==> config.mk <==
export PLATFORM = sky130hd
export DESIGN_NAME = router_source_fifo
export DESIGN_NICKNAME = d
export VERILOG_FILES = /design/src/rtl/router_source_fifo.sv
export SDC_FILE = /design/constraint.sdc
export NUM_CORES = 1
export LEC_CHECK = 0
export CAP_MARGIN = 30
export CORE_ASPECT_RATIO = 1.1
export CORE_MARGIN = 5
export CORE_UTILIZATION = 31
export CTS_CLUSTER_SIZE = 25
export DETAILED_ROUTE_END_ITERATION = 12
export PLACE_DENSITY = 0.55
export SLEW_MARGIN = 20
export SYNTH_ARGS = -nofsm -noshare
export SYNTH_HDL_FRONTEND = slang
export SYNTH_SLANG_ARGS = --single-unit
==> constraint.sdc <==
create_clock -name clk -period 3.3 [get_ports clk]
set_input_delay 0.66 -clock clk [delete_from_list [all_inputs] [get_ports clk]]
set_output_delay 0.66 -clock clk [all_outputs]
set_load 0.02 [all_outputs]
==> src/rtl/router_source_fifo.sv <==
// Terminal-side source FIFO feeding one router port.
// First-word fall-through: the head packet is presented as soon as it is written,
// and the router consumes it with a one-cycle pop while pndng_i_in is high.
// Overflowing pushes are counted (saturating), and pops while empty set a sticky flag.
module router_source_fifo #(
    parameter int unsigned DATA_W = 40,
    parameter int unsigned DEPTH  = 16,
    parameter int unsigned CNT_W  = 16
) (
    input  logic                       clk,
    input  logic                       rst,
    input  logic                       push,
    input  logic [DATA_W-1:0]          din,
    output logic                       full,
    output logic [$clog2(DEPTH):0]     count,
    output logic [DATA_W-1:0]          data_out_i_in,
    output logic                       pndng_i_in,
    input  logic                       pop,
    output logic [CNT_W-1:0]           drop_cnt,
    output logic                       underflow
);

    localparam int unsigned PtrW = $clog2(DEPTH);
    localparam logic [PtrW:0] FullCount = (PtrW + 1)'(DEPTH);

    logic [DATA_W-1:0] mem [DEPTH];
    logic [PtrW-1:0]   rd_ptr_q;
    logic [PtrW-1:0]   wr_ptr_q;
    logic [PtrW:0]     count_q;
    logic [CNT_W-1:0]  drop_cnt_q;
    logic              underflow_q;

    logic              do_pop;
    logic              do_push;

    // Outputs are decoded purely from registered state; push/pop never reach them.
    always_comb begin
        pndng_i_in    = (count_q != '0);
        full          = (count_q == FullCount);
        count         = count_q;
        drop_cnt      = drop_cnt_q;
        underflow     = underflow_q;
        data_out_i_in = pndng_i_in ? mem[rd_ptr_q] : '0;
    end

    // A push into a full FIFO is still accepted when the same cycle frees the head slot.
    always_comb begin
        do_pop  = pop & pndng_i_in;
        do_push = push & (~full | do_pop);
    end

    // Storage write; contents are left untouched by reset.
    always_ff @(posedge clk) begin
        if (!rst && do_push) begin
            mem[wr_ptr_q] <= din;
        end
    end

    // Pointers, occupancy and error bookkeeping.
    always_ff @(posedge clk) begin
        if (rst) begin
            rd_ptr_q    <= '0;
            wr_ptr_q    <= '0;
            count_q     <= '0;
            drop_cnt_q  <= '0;
            underflow_q <= 1'b0;
        end else begin
            if (do_push) begin
                wr_ptr_q <= wr_ptr_q + PtrW'(1);
            end
            if (do_pop) begin
                rd_ptr_q <= rd_ptr_q + PtrW'(1);
            end
            case ({do_push, do_pop})
                2'b10:   count_q <= count_q + (PtrW + 1)'(1);
                2'b01:   count_q <= count_q - (PtrW + 1)'(1);
                default: count_q <= count_q;
            endcase
            if (push && !do_push && (drop_cnt_q != '1)) begin
                drop_cnt_q <= drop_cnt_q + CNT_W'(1);
            end
            if (pop && !pndng_i_in) begin
                underflow_q <= 1'b1;
            end
        end
    end

endmodule

### Yosys cells after proc, flatten, opt, wreduce, memory -nomap -nowiden

Memories as Yosys holds them, arrays and structs flattened. A register that Yosys moved wholly into a read port is not among the register bits.
Index checks and enable logic that the tools add are counted.

* equality and inequality tests: 4
* reduce and logical (&&, ||, !) cells: 9
* $add $sub $neg: 5
* bitwise operators: 4
* multiplexer cells: 6

Operator list (number)
* two-way mux 40 bit: 1
* adder 16 x 1 -> 16 bit, second input constant: 1
* != test 16 bit, second input constant: 1
* one-hot mux 5 bit (2 select lines): 1
* adder 4 x 1 -> 4 bit, second input constant: 2
* two-way mux 4 bit: 2
* adder 5 x 1 -> 5 bit, second input constant: 1
* == test 5 bit, second input constant: 1
* nonzero test 5 bit: 1
* subtractor 5 x 1 -> 5 bit, second input constant: 1
* logical AND 1 bit: 4
* logical NOT 1 bit: 3
* AND 1 bit: 2
* == test 2 x 1 -> 1 bit, second input constant: 1
* == test 2 bit, second input constant: 1
* two-way mux 1 bit: 2
* nonzero test 2 bit: 1
* inverter 1 bit: 1
* bitwise OR 1 bit: 1

* output and inout port bits: 64
* bits of input ports: 44
* memories kept: 1
* RAM bits: 640
* register bits: 30

Memory list
* mem: depth 16, bits a word 40, read ports 1, clocked after memory_dff 1, write ports 1, line 26 `logic [DATA_W-1:0] mem [DEPTH];`

### Logic depth before layout (Yosys ltp)

Gate-level depths: netlist (run 1).

* depth in word-level cells: 7
* depth in mapped cells: 9
* mapped depth without buffers: 9

### Least setup slack after synthesis (run 1)

Ideal clock, no wire load.

* kind: input-to-reg
* start: input port pop
* end: memory mem[3][0], enable pin
* stages: 4
* data required time: 2863 ps
* path buffers: 0
* arrival: 3134 ps
* path slack: -272 ps
* library setup time: 437 ps
* cells stage by stage: inv_1 a31oi_1 nand2_1 nor2_1

* longest elaborated chain between the ends: 6

Ends and longest elaborated chain
* from (decl): line 18 `input logic pop,`
* AND 1 bit: line 48 `do_pop = pop & pndng_i_in;`
* bitwise OR 1 bit: line 49 `do_push = push & (~full | do_pop);`
* AND 1 bit: line 49
* logical AND 1 bit: line 54 `if (!rst && do_push) begin`
* two-way mux 1 bit: line 54
* two-way mux 1 bit (not written as such): line 55 `mem[wr_ptr_q] <= din;`
* to (decl): line 26

No other way between the ends.

==> results.md, run 1 <==
* Met2 layer usage reported by global route at 23.5%
* Final min period at 3.25 ns
* Cell mode on critical path: buf_4
* CP Data Required Time at 2.64 ns
* Critical path, cell by cell: buf_12 > buf_16 > buf_6 > buf_4 > mux4_2 > mux2i_1 > o22ai_1 > buf_4 > buf_4
* Final slew viol count at 0
* I/O Buffers at 107
* Total GRT Usage at 13.8%
* Area grow syn2layout at 23.1%
* M1 GR Usage at 17.8%
* Max_cap viols at 0
* Crit path launch type: register
* Delay-heaviest family, CP: buffers and inverters
* Least-Margin Pin Slew at between 0.6 and 0.7 ns
* Syn Nets at 1245
* DIE WIDTH at 286 um
* Worst setup margin at ~0.054 ns
* Worst min-delay path startpoint: underflow
* Largest net degree at the start of global routing at 41
* CTS HTree Levels at 3
* FP Rows at about 110
* Outcome: complete, no violations
* RSZ-0062 raised after global routing: true
* Reg2Reg Setup Slack at 0.68 ns
* Register bit count reported by yosys at a little under 700
* Slew margin rel. at 55.9%
* 1st-iter DRT viols at approximately 940
* Synth top cells by count: 640 x edfxtp_1, 160 x mux4_2, 84 x mux2i_1, 47 x nor2_1, 40 x o22ai_1
* Die Y at 313 um
* Reg-to-reg startpoint: count[3]
* Hpwl dp at 31400 um
* Clock power share at 35.3%
* Hold Slack at 0.497 ns
* Routed Antenna Nets at 0
* Int Power at roughly 0.017 W
* CTS tree: built
* Comb pwr share at 23.0%
* Number of hold buffers added after cts at 0
* Initial antenna violation count at 7
* Unique cell type count in the Yosys netlist at 40
* Post-synth ARST share at 0%
* CTS buffer count at 72
* Hold Path Stages at 2
* Main flop type after synthesis: edfxtp_1
* LEAKAGE at just under 10 nW
* Die area at slightly below 90000 um2
* DRC at 0
* CP Capture Type: primary output
* EDFF count, synth at 640
* Sw power at between 0.006 and 0.007 W
* Reg2Reg Depth at 10
* Buf/Inv on CP at 6
* Via/cell ratio at 4.95
* Sequential share of power at a little over two fifths
* Final cycle utilization of the critical path at 98.4%
* Final hold vios at 0
* VDD IR max at 376 uV
* GR Util met3 at under 10%
* Top cell type's share of synthesized area at 74.2%
* Most frequent cell after synthesis: edfxtp_1
* Top area cells in the synthesized netlist: edfxtp_1 74%, mux4_2 14%, mux2i_1 3.2%, dfxtp_1 2.6%, o22ai_1 0.97%
* WP data arrival at about 2.6 ns
* Most Crowded Layer GR: met2
* DRT Pass-1 Iters at 5
* Syn Inst Count at 1191
* R2r endpoint: count[4]
* IO Count at between 100 and 150
* Vias at between 10k and 15k
* Max incr delay on CP at 0.50 ns
* Nets at 1454
* CP max stage cell: mux4_2
* CTS sink count at 674
* Core area at 83200 um2
* Fmax at 0.308 GHz
* Sequential area share after synthesis at 76.8%
* First-pass GRT wire length at 91200 um
* Initial Util at 31.1%
* Clock Tree Buf Depth at 3
* Share of post-route cells with drive strength above 1 at 29.0%
* Pre-CTS setup slack at about 0.23 ns
* Power Dens Cells at 721 nW/um2
* RePlAce Congestion at between 0.7 and 0.8
* WL/cell at roughly 24 um
* Synth Warn # at 0
* Switch share at a little over a quarter
* Total grt overflow at 0
* Clk Latency, worst-skew pair at ~0.64 ns
* Cell area after synthesis at 25900 um2
* Vias in the first global route at 13.4k
* CTS root buf: clkbuf_16
* CP Max Fanout at 7
* Final setup fails at 0
* Clock skew at 0.0406 ns
* Final wirelength at 61900 um
* Worst min path class: reg -> reg
* Worst Hold Path EP: underflow
* Syn Area/Cell at 21.8 um2
* Clock transition at the registers of the reported paths at 0.06 ns
* Largest area contributor in the netlist: edfxtp_1
* Setup Crit Path Kind: reg -> out
worst max path at each step:
stage                                   end  depth (start not counted)
after detailed placement           count[4]                         11
after global routing      data_out_i_in[25]                          6
after global placement           mem[3][10]                          8
after floorplan                   mem[3][0]                          4
after CTS                 data_out_i_in[26]                          7
final                     data_out_i_in[26]                          9
sequential cells by signal, indices dropped and copies added, names as in the netlist, named ones only:
signal	count
count	5
wr_ptr_q	4
mem	640
drop_cnt	16
underflow	1
rd_ptr_q	4
cells by family after synthesis:
family,share of synthesized area [%]
compound gates,1.78
mux,17.2
flops,76.8
xor+xnor,0.676
fa+ha+maj,0.512
simple gates,1.88
buf+inv,1.19
worst register-to-register path, stage by stage (launching register included):
cell and delay (ns):
dfxtp_1 0.37, nor4_4 0.37, buf_4 0.26, a211oi_1 0.09, buf_4 0.15, ha_1 0.31, nor2b_1 0.14, o21ai_0 0.27
a211oi_1 0.15, a211o_1 0.28, a31oi_1 0.16
what timing repair did:
action	CTS	global route
buffers inserted	12	11
setup endpoints to repair	40	23
gates resized for setup	137	28
endpoints found under the hold margin	0	0
cloned	7	1
pin swaps	1	3
power by group through the flow:
stage / Sequential, W / Combinational (W) / Clock (W)
2_1_floorplan: 0.00978 / 0.00283 / 0
3_3_place_gp: 0.00977 / 0.00500 / 0
3_5_place_dp: 0.00978 / 0.00502 / 0
4_1_cts: 0.00960 / 0.00535 / 0.00833
5_1_grt: 0.00961 / 0.00561 / 0.00870
6_report: 0.00960 / 0.00529 / 0.00811
final cells by class:
| type | count | area (um2) |
|---|---|---|
| fillers | 7386 | 51300 |
| flip-flops and latches | 674 | 19900 |
| multi-input cells | 444 | 5910 |
| repair buffers | 196 | 2290 |
| clock buffers | 88 | 1890 |
| well taps | 1073 | 1340 |
| clock inverters | 39 | 488 |
| inverters | 12 | 45.0 |
| diodes | 5 | 12.5 |
layout by cell type, fill, tap and decap left out, types with 5 or more instances in the layout:
| cell | Yosys | layout |
|---|---|---|
| a211oi_1 | 10 | 10 |
| a21oi_1 | 6 | 6 |
| a31oi_1 | 5 | 5 |
| buf_12 | 0 | 28 |
| buf_16 | 0 | 11 |
| buf_2 | 27 | 19 |
| buf_4 | 0 | 44 |
| buf_6 | 0 | 5 |
| bufinv_16 | 0 | 8 |
| clkbuf_1 | 29 | 14 |
| clkbuf_16 | 0 | 74 |
| clkbuf_2 | 0 | 5 |
| clkdlybuf4s15_2 | 0 | 7 |
| clkdlybuf4s50_1 | 0 | 67 |
| clkinv_1 | 0 | 12 |
| clkinv_2 | 0 | 8 |
| dfxtp_1 | 34 | 31 |
| diode_2 | 0 | 5 |
| dlygate4sd2_1 | 0 | 6 |
| edfxtp_1 | 640 | 640 |
| ha_1 | 9 | 9 |
| inv_1 | 12 | 12 |
| mux2i_1 | 84 | 77 |
| mux2i_2 | 0 | 5 |
| mux4_2 | 160 | 160 |
| nand2_1 | 16 | 14 |
| nand4_1 | 7 | 7 |
| nor2_1 | 47 | 31 |
| nor2_4 | 0 | 16 |
| nor3_1 | 5 | 5 |
| o22ai_1 | 40 | 36 |
| xnor2_1 | 15 | 15 |
| xor2_1 | 5 | 5 |
routing by layer:
layer	up-vias	part of all wire (%)	routed length (um)
met5	-	0.066	41
met1	6707	42	26000
met3	85	5.5	3430
met4	6	1.7	1080
li1	5425	-	-
met2	305	51	31300
per-stage QoR:
step | util, % | cell area (um2) | TNS, ns | instances | power [W]
after floorplan | - | 25900 | -105.40 | 1191 | 0.0126
after detailed placement | 34.9 | 29000 | 0 | 2369 | 0.0148
after global routing | 38.3 | 31900 | -0.0843 | 2527 | 0.0239
after global placement | 34.9 | 29000 | 0 | 2369 | 0.0148
after CTS | 38.2 | 31800 | -0.318 | 2515 | 0.0233
final | 38.3 | 31900 | 0 | 2531 | 0.0230
Note: power is estimated with default switching activity, not from simulation.
==> run 2, diff against run 1 <==
- PLACE_DENSITY: 0.55 -> 0.53
- clock period: 3.3 -> 4.2 ns (I/O delays scaled with it)
==> run 2 against run 1 <==
Combinational power decreased by 30%. Power decreased by 25%. Sequential cell count stayed put. Sequential share of layout area is 1.5 points higher. Cell count is 1.7% lower. Register-to-register slack improved by 0.63 ns. Critical path depth shrank 3. Critical endpoint unchanged. Clock skew is 0.023 ns lower. Worst setup slack improved by 0.13 ns. Routed wire length decreased by 3.4%.
==> results.md, run 2 (same netlist as run 1, synthesis figures left out) <==
* Via/cell ratio at 4.96 (+0.15%)
* Final setup fails at 0 (unchanged)
* RePlAce Congestion at 0.732 (+1.6%)
* Clock Tree Buf Depth at 3 (unchanged)
* LEAKAGE at 9.28 nW (-4.9%)
* Reg-to-reg startpoint: count[1]
* Routed Antenna Nets at 0 (unchanged)
* 1st-iter DRT viols at 802 (-15%)
* Final min period at between 4 and 5 ns
* Final hold vios at 0 (unchanged)
* Total grt overflow at 0 (unchanged)
* CP Capture Type: primary output
* Total GRT Usage at 13.2% (-0.58 points)
* I/O Buffers at 107 (unchanged)
* VDD IR max at 467 uV (+24%)
* Outcome: complete, no violations
* Initial antenna violation count at 4 (-3)
* Number of hold buffers added after cts at 0 (unchanged)
* Share of post-route cells with drive strength above 1 at 23.8% (-5.2 points)
* Die area at 89500 um2 (unchanged)
* Commonest non-fill, non-tap cells in the layout: 640 x edfxtp_1, 160 x mux4_2, 107 x clkdlybuf4s50_1
* Initial Util at 31.1% (unchanged)
* Clock transition at the registers of the reported paths at 0.06 ns (about the same)
* Final cycle utilization of the critical path at 95.7%
* Core area at 83200 um2 (unchanged)
* Hpwl dp at 32100 um (+2.1%)
* Clk Latency, worst-skew pair at 0.60 ns (-0.04 ns)
* Total power after layout at 0.0173 W (-25%)
* Final wirelength at 59800 um (-3.4%)
* Max_cap viols at 0 (unchanged)
* Die Y at 313 um (unchanged)
* DRC at 0 (unchanged)
* Clock skew at 0.0174 ns (-0.0233 ns)
* Slew margin rel. at 51.6% (-4.3 points)
* Crit path launch type: register
* Vias at 12.3k (-1.6%)
* CTS root buf: clkbuf_16
* R2r endpoint: count[4]
* CTS HTree Levels at 3 (unchanged)
* CTS buffer count at 72 (unchanged)
* Area grow syn2layout at 20.3%
* DIE WIDTH at 286 um (unchanged)
* Cts repair resizes at 0 (-100%)
* Reg2Reg Setup Slack at 1.31 ns (+0.63 ns)
* Commonest non-fill, non-tap cell in the layout: edfxtp_1
* Largest register FFs at 640 (unchanged)
* CTS sink count at 674 (unchanged)
* Crit path to: data_out_i_in[26]
* Most flops, register: mem
* WP data arrival at 3.18 ns (+0.59 ns)
* Vias in the first global route at 13.2k (-0.99%)
* Least-Margin Pin Slew at 0.721 ns (+0.0642 ns)
* CTS tree: built
* Final slew viol count at 0 (unchanged)
* CP Data Required Time at 3.36 ns (+0.72 ns)
* Power Dens Cells at 556 nW/um2 (-23%)
* Nets at 1414 (-2.8%)
* Pre-CTS setup slack at 0.594 ns (+0.363 ns)
* Total negative setup slack at 0 ns (unchanged)
* Reg2Reg Depth at 10 (unchanged)
* Worst min path class: reg -> reg
* Worst setup margin at 0.180 ns (+0.126 ns)
* Largest net degree at the start of global routing at 43 (+4.9%)
* Fmax at between 0.2 and 0.25 GHz
* Setup Crit Path Kind: reg -> out
* IO Count at 108 (unchanged)
* Setup Fix Bufs, Post-CTS at 0 (-12)
* First-pass GRT wire length at 88300 um (-3.1%)
* WL/cell at 24.0 um (-1.7%)
* CP Max Fanout at 13 (+6)
* CP Launch Point: count[4]
* FP Rows at 111 (unchanged)
* RSZ-0062 raised after global routing: false
* DRT Pass-1 Iters at 4 (-1)
-- run 2: cell types whose count changed in the layout (fill, tap and decap cells not counted), moves of 5 or more --
cell	previous run	this run
buf_4	44	22
buf_6	5	0
dlygate4sd2_1	6	0
mux2i_2	5	0
bufinv_16	8	3
buf_2	19	0
mux2i_1	77	84
clkdlybuf4s50_1	67	107
clkbuf_2	5	0
clkdlybuf4s15_2	7	0
buf_16	11	0
-- run 2: worst min path at each step --
stage / from / endpoint / slack [ns] / cells after the start
floorplan: rd_ptr_q[3] / register / 0.48 / 2
global placement: underflow / underflow / 0.48 / 2
detailed placement: underflow / underflow / 0.46 / 2
CTS: underflow / underflow / 0.48 / 2
global route: underflow / underflow / 0.52 / 2
finish: underflow / underflow / 0.49 / 2
-- run 2: power breakdown --
group | leakage [nW] | total (W) | switching [W] | internal [W]
Clock | 1.10 | 0.00605 | 0.00256 | 0.00349
Combinational | 2.14 | 0.00371 | 0.00198 | 0.00173
Sequential | 6.04 | 0.00756 | 0.0000934 | 0.00746
-- run 2: metrics by stage --
stage               hold WS [ns]  area (um2)  std cells  utilization (%)
global route               0.516       31200       2485             37.4
CTS                        0.483       31200       2485             37.4
detailed placement         0.461       28900       2359             34.7
floorplan                  0.485       25900       1191                -
finish                     0.488       31200       2487             37.5
global placement           0.478       28900       2359             34.7
-- run 2: per-layer routing --
layer	up-vias	global-route usage, %	wire (um)
li1	5321	-	-
met1	6710	17.8	26600
met2	228	22.1	29700
met3	66	2.87	2640
met4	4	3.11	848
met5	-	0	23
-- run 2: layout make-up --
cell class                 count  area, um2
antenna                        2       5.00
clock buffer                  91       1950
clock inverter                35        307
fill                        7409      52000
inverter                      12       45.0
multi-input combinational    444       5830
sequential                   674      19900
tap                         1073       1340
timing repair buffer         156       1780
-- run 2: critical path: stages (launching register included) --
cell and delay (ns):
dfxtp_1 0.48, inv_1 0.16, nand2_1 0.20, nand2_2 0.38
buf_4 0.34, o22ai_1 0.31, clkdlybuf4s50_1 0.69
